File: src/rtl/alu_pkg.sv
// Shared ALU definitions: divider FSM states and divide-by-zero fill.
// Imported by restoring_divider and its helpers.
package alu_pkg;

  typedef enum logic [1:0] {
    IDLE = 2'd0,
    CALC = 2'd1,
    DONE = 2'd2
  } div_state_t;

  // Quotient returned on divide-by-zero; slice to the operand width.
  localparam logic [63:0] DIV_ZERO_Q = '1;

endpackage

File: src/rtl/full_adder.sv
// One-bit full adder, the cell of the ripple-carry chain.
// a_i/b_i/c_i in; s_o sum, c_o carry out.
module full_adder (
  input  logic a_i,
  input  logic b_i,
  input  logic c_i,
  output logic s_o,
  output logic c_o
);

  assign s_o = a_i ^ b_i ^ c_i;
  assign c_o = (a_i & b_i) | (c_i & (a_i ^ b_i));

endmodule

File: src/rtl/trial_subtractor.sv
// Combinational a - b as a + ~b + 1 on a full-adder ripple chain.
// a_i/b_i in; diff_o result, no_borrow_o carry out of the top cell.
module trial_subtractor #(
  parameter int unsigned W = 9
) (
  input  logic [W-1:0] a_i,
  input  logic [W-1:0] b_i,
  output logic [W-1:0] diff_o,
  output logic         no_borrow_o
);

  logic [W:0] carry;

  assign carry[0] = 1'b1;

  for (genvar i = 0; i < W; i++) begin : g_fa
    full_adder u_fa (
      .a_i(a_i[i]),
      .b_i(~b_i[i]),
      .c_i(carry[i]),
      .s_o(diff_o[i]),
      .c_o(carry[i+1])
    );
  end

  assign no_borrow_o = carry[W];

endmodule

File: src/rtl/restoring_divider.sv
// Multi-cycle unsigned restoring divider, one trial subtraction per clock.
// start_i/dividend_i/divisor_i in; busy_o, done_o, quotient_o, remainder_o, flag_z_o out.
module restoring_divider
  import alu_pkg::*;
#(
  parameter int unsigned WIDTH = 8
) (
  input  logic             clk_i,
  input  logic             rst_ni,
  input  logic             start_i,
  input  logic [WIDTH-1:0] dividend_i,
  input  logic [WIDTH-1:0] divisor_i,
  output logic             busy_o,
  output logic             done_o,
  output logic [WIDTH-1:0] quotient_o,
  output logic [WIDTH-1:0] remainder_o,
  output logic             flag_z_o
);

  localparam int unsigned CW = $clog2(WIDTH + 1);

  div_state_t       state_q, state_d;
  logic [CW-1:0]    count_q, count_d;
  logic [WIDTH-1:0] quo_q, quo_d;
  logic [WIDTH:0]   rem_q, rem_d;
  logic [WIDTH-1:0] div_q, div_d;
  logic [WIDTH-1:0] qout_q, qout_d;
  logic [WIDTH-1:0] rout_q, rout_d;
  logic             flag_z_q, flag_z_d;

  logic [WIDTH:0]   shifted;
  logic [WIDTH:0]   trial;
  logic             no_borrow;

  assign shifted = {rem_q[WIDTH-1:0], quo_q[WIDTH-1]};

  trial_subtractor #(
    .W(WIDTH + 1)
  ) u_sub (
    .a_i(shifted),
    .b_i({1'b0, div_q}),
    .diff_o(trial),
    .no_borrow_o(no_borrow)
  );

  // Partial remainder stays below the divisor, so its top bit is never read.
  logic unused_rem_msb;
  assign unused_rem_msb = rem_q[WIDTH];

  always_comb begin
    state_d  = state_q;
    count_d  = count_q;
    quo_d    = quo_q;
    rem_d    = rem_q;
    div_d    = div_q;
    qout_d   = qout_q;
    rout_d   = rout_q;
    flag_z_d = flag_z_q;
    unique case (state_q)
      IDLE: begin
        if (start_i) begin
          if (divisor_i != '0) begin
            div_d    = divisor_i;
            quo_d    = dividend_i;
            rem_d    = '0;
            count_d  = CW'(WIDTH);
            flag_z_d = 1'b0;
            state_d  = CALC;
          end else begin
            qout_d   = DIV_ZERO_Q[WIDTH-1:0];
            rout_d   = dividend_i;
            flag_z_d = 1'b1;
            state_d  = DONE;
          end
        end
      end
      CALC: begin
        count_d = count_q - 1'b1;
        if (no_borrow) begin
          rem_d = trial;
          quo_d = {quo_q[WIDTH-2:0], 1'b1};
        end else begin
          rem_d = shifted;
          quo_d = {quo_q[WIDTH-2:0], 1'b0};
        end
        // Last step: publish results on the same edge.
        if (count_q == CW'(1)) begin
          state_d = DONE;
          qout_d  = quo_d;
          rout_d  = rem_d[WIDTH-1:0];
        end
      end
      DONE:    state_d = IDLE;
      default: state_d = IDLE;
    endcase
  end

  always_ff @(posedge clk_i or negedge rst_ni) begin
    if (!rst_ni) begin
      state_q  <= IDLE;
      count_q  <= '0;
      quo_q    <= '0;
      rem_q    <= '0;
      div_q    <= '0;
      qout_q   <= '0;
      rout_q   <= '0;
      flag_z_q <= 1'b0;
    end else begin
      state_q  <= state_d;
      count_q  <= count_d;
      quo_q    <= quo_d;
      rem_q    <= rem_d;
      div_q    <= div_d;
      qout_q   <= qout_d;
      rout_q   <= rout_d;
      flag_z_q <= flag_z_d;
    end
  end

  assign busy_o      = (state_q == CALC) || (state_q == DONE);
  assign done_o      = (state_q == DONE);
  assign quotient_o  = qout_q;
  assign remainder_o = rout_q;
  assign flag_z_o    = flag_z_q;

endmodule

File: config.mk
export PLATFORM = sky130hd
export DESIGN_NAME = restoring_divider
export DESIGN_NICKNAME = d
export VERILOG_FILES = /design/src/rtl/alu_pkg.sv /design/src/rtl/full_adder.sv /design/src/rtl/trial_subtractor.sv /design/src/rtl/restoring_divider.sv
export SDC_FILE = /design/constraint.sdc
export NUM_CORES = 1
export LEC_CHECK = 0
export BUFFER_PORTS_ARGS = -buffer_cell sky130_fd_sc_hd__buf_2
export CAP_MARGIN = 40
export CORE_ASPECT_RATIO = 1.25
export CORE_UTILIZATION = 35
export DETAILED_ROUTE_END_ITERATION = 7
export PLACE_DENSITY = 0.54
export SYNTH_ARGS = -nofsm -noshare
export SYNTH_HDL_FRONTEND = slang
export SYNTH_SLANG_ARGS = --single-unit
File: constraint.sdc
create_clock -name clk_i -period 4 [get_ports clk_i]
set_input_delay 0 -clock clk_i [delete_from_list [all_inputs] [get_ports clk_i]]
set_output_delay 0 -clock clk_i [all_outputs]
set_load 0.005 [all_outputs]
==> results by group <==
Run status
  – Status: finished, final reports clean

Clock network
  – CTS max path bufs: 2
  – Clock sink count: 47
  – Clock root cell: clkbuf_8
  – CTS buffer count: 5
  – CTS tree: yes
  – Skew-Pair Late Insertion Delay: 0.31 ns
  – H-tree depth: 2
  – Clock transition at path regs: 0.10 ns

Place
  – Routability Congestion: 0.7570
  – DP Cell Count: 363
  – Port bufs: 37
  – DP Area: 2738 um^2
  – HPWL reported at the end of detailed placement: 3920 um

Floorplanning
  – Die Ht: 95.87 um
  – Die width: 77.10 um
  – DIE AREA: 7391 um^2
  – Num ports: 38
  – Cell row count: 33
  – Initial Utilization: 36.89%
  – Core outline area: 6689 um^2

Route
  – Routed WL: 5734 um
  – Avg WL per Cell: 14.85 um
  – Pre-antenna DRT Iters: 4
  – DRT antenna net count: 0
  – Average vias per placed instance: 4.948
  – Via count: 1910
  – DR iter-0 viols: 119
  – # DRC: 0

Setup path
  – Slowest-stage cell, CP: dfrtp_1
  – Cell repeated most along the worst path: fa_2
  – CP Data Arrival Time: 4.08 ns
  – CP endpoint kind: flip-flop
  – Max FO, Critical Path: 4
  – Worst Path Buf+Inv: 0
  – Max incr delay on CP: 0.40 ns
  – CP cell instances: ha_2, fa_2, fa_2, fa_2, fa_2, fa_2, fa_2, fa_2, nor3b_1, a211oi_2, o211ai_1, o21ai_0
  – Worst path required time: 4.24 ns
  – Crit-path leading delay family: adder cells
  – Setup crit start kind: flip-flop
  – Crit Path Class: flip-flop to flip-flop
  – Critical Path Start: div_q[0]
  – Worst R2R Start: div_q[0]

Timing
  – Crit share post-route: 96.05%
  – Setup TNS: 0 ns
  – Final clock skew: 0.01272 ns
  – Max Clock Freq: 260.3 MHz
  – RSZ-0062 raised after global routing: false
  – Final Hold Fails: 0
  – Setup-failing EPs final: 0
  – Minimum clock period: 3.842 ns
  – Slew @ Worst Pin: 0.7429 ns
  – Final Slew Violations: 0
  – Max-Slew Margin vs Limit: 50.29%

Synth
  – Area leader, netlist: dfrtp_1
  – Sequential-to-total area share from yosys stat: 47.67%
  – Mapped Avg Cell Area: 9.949 um^2
  – Net Count, Synth: 280
  – Mapped cell area: 2467 um^2
  – Synth cell types: 35
  – #FFs+latches synth: 47
  – Yosys warns: 0
  – Mapped Cells: 248
  – Share of Yosys cell area claimed by the top area cell type: 47.67%
  – Cells taking the most area after synthesis: dfrtp_1 48%, nand2_1 6.7%, fa_1 5.7%

Cells and area
  – Final Cell Area: 3029 um^2
  – Area Overhead vs Synth: 22.77%
  – # diodes: 0
  – Share of cells above drive strength 1: 27.09%
  – Fillers: 686
  – Fin nets: 330
  – Final cell count without fillers: 386

GRT
  – Initial antenna violation count: 0
  – Number of global-route vias before repair: 2033
  – Grt ovf: 0
  – Largest net degree at the start of global routing: 48
  – First-pass GRT wire length: 9846 um
  – GR Util All Layers: 17.33%

Flow run
  – Max cap viols: 0

Hold path
  – Worst Hold Launch: dividend_i[7]
  – Min-Delay Path Class: input pin to flip-flop

Power
  – Leak pwr: 1.283 nW
  – PwrDens: 797.9 nW/um^2
  – Maximum vdd drop: 268.3 uV
cells in the mapped netlist (all sizes together):
master / number
dfrtp: 47
nand2: 44
o21ai: 22
inv: 18
a21oi: 11
nand3: 10
a31oi: 9
buf: 9
o211ai: 9
mux2: 8
nand2b: 8
clkbuf: 7
fa: 7
ha: 6
a211oi: 5
nor3: 5
nor2b: 4
nor2: 3
nor3b: 3
a211o: 2
nor4: 2
a22oi: 1
a31o: 1
and2: 1
o2111ai: 1
o211a: 1
o31ai: 1
or2: 1
or3: 1
or3b: 1
layer usage:
metal | global-route usage [%] | vias to the layer above | part of all wire (%)
met5 | 0 | - | 0
li1 | - | 949 | -
met1 | 22.52 | 911 | 49
met2 | 29.32 | 44 | 46
met4 | 5.975 | 0 | 1.7
met3 | 3.033 | 6 | 3.3
where the power goes:
| part | internal [mW] | switching (mW) |
|---|---|---|
| logic | 0.524 | 0.687 |
| registers | 0.689 | 0.149 |
| clock network | 0.190 | 0.178 |
state kept, by name, indices dropped and copies added, names as in the netlist:
| register | flops |
|---|---|
| count_q | 4 |
| div_q | 8 |
| flag_z_o | 1 |
| quo_q | 8 |
| quotient_o | 8 |
| rem_q | 8 |
| remainder_o | 8 |
| state_q | 2 |
logic make-up after synthesis:
logic type,Yosys count,synth area share [%]
flip-flops,47,47.67
AO/OA/AOI/OAI,63,16.23
AND/OR/NAND/NOR,83,16.79
adder cells (fa/ha/maj),13,8.722
multiplexers,8,3.955
buffers and inverters,34,6.643
layout by cell type (no fill, tap or decap), types with 2 or more instances in the layout:
cell / instances
clkbuf_8: 5
nand2b_1: 7
fa_2: 7
a31oi_1: 9
nor2_1: 3
nand2_1: 44
o21ai_0: 18
nor4_2: 2
mux2_4: 2
o21ai_1: 4
a211o_1: 2
mux2_2: 6
buf_4: 8
nor2b_1: 3
o211ai_1: 9
dfrtp_1: 47
nand3_1: 10
buf_2: 37
a211oi_2: 4
nor3b_1: 3
dlygate4sd3_1: 14
inv_1: 18
ha_1: 5
a21oi_1: 11
nor3_1: 5
through the flow:
stage	worst slack, ns	utilization (%)	hold WS [ns]	power [mW]
2_1_floorplan	0.04703	-	-0.2956	1.682
3_3_place_gp	-0.2627	40.93	0.1405	1.989
3_5_place_dp	-0.2737	40.93	0.1388	1.997
4_1_cts	0.0001550	45.06	0.0007746	2.418
5_1_grt	0.01027	45.29	0.005761	2.649
6_report	0.1580	45.29	0.0008494	2.417
worst paths after layout:
path                                        to  slack (ns)  cells after the start
worst max register to register  remainder_o[2]        0.16                     12
worst min-delay path            remainder_o[7]      0.0008                      3
max in group asynchronous             rem_q[0]        3.28                      3
worst min register to register        flag_z_o        0.51                      2
worst max-delay path            remainder_o[2]        0.16                     12
min in group asynchronous        quotient_o[4]        0.31                      3
worst register-to-register path, cell delays in order (launching register included):
cell	delay (ns)
dfrtp_1	0.40
ha_2	0.20
fa_2	0.36
fa_2	0.35
fa_2	0.37
fa_2	0.35
fa_2	0.38
fa_2	0.35
fa_2	0.39
nor3b_1	0.17
a211oi_2	0.26
o211ai_1	0.11
o21ai_0	0.09
cell type report:
class,instances,area (um^2),area share [%]
clock buffer,5,68.82,2.272
clock inverter,3,47.55,1.570
sequential,47,1176,38.83
inverter,18,67.56,2.230
multi-input combinational,167,1175,38.79
tap,87,108.9,3.594
timing repair buffer,59,385.4,12.72
what timing repair did:
action	4_1_cts	5_1_grt
hold buffers	14	0
endpoints found under the setup margin	18	15
buffers inserted	0	1
hold endpoints to repair	62	0
gates resized for setup	7	5
pin swaps	3	7
Note: power is estimated with default switching activity, not from simulation.
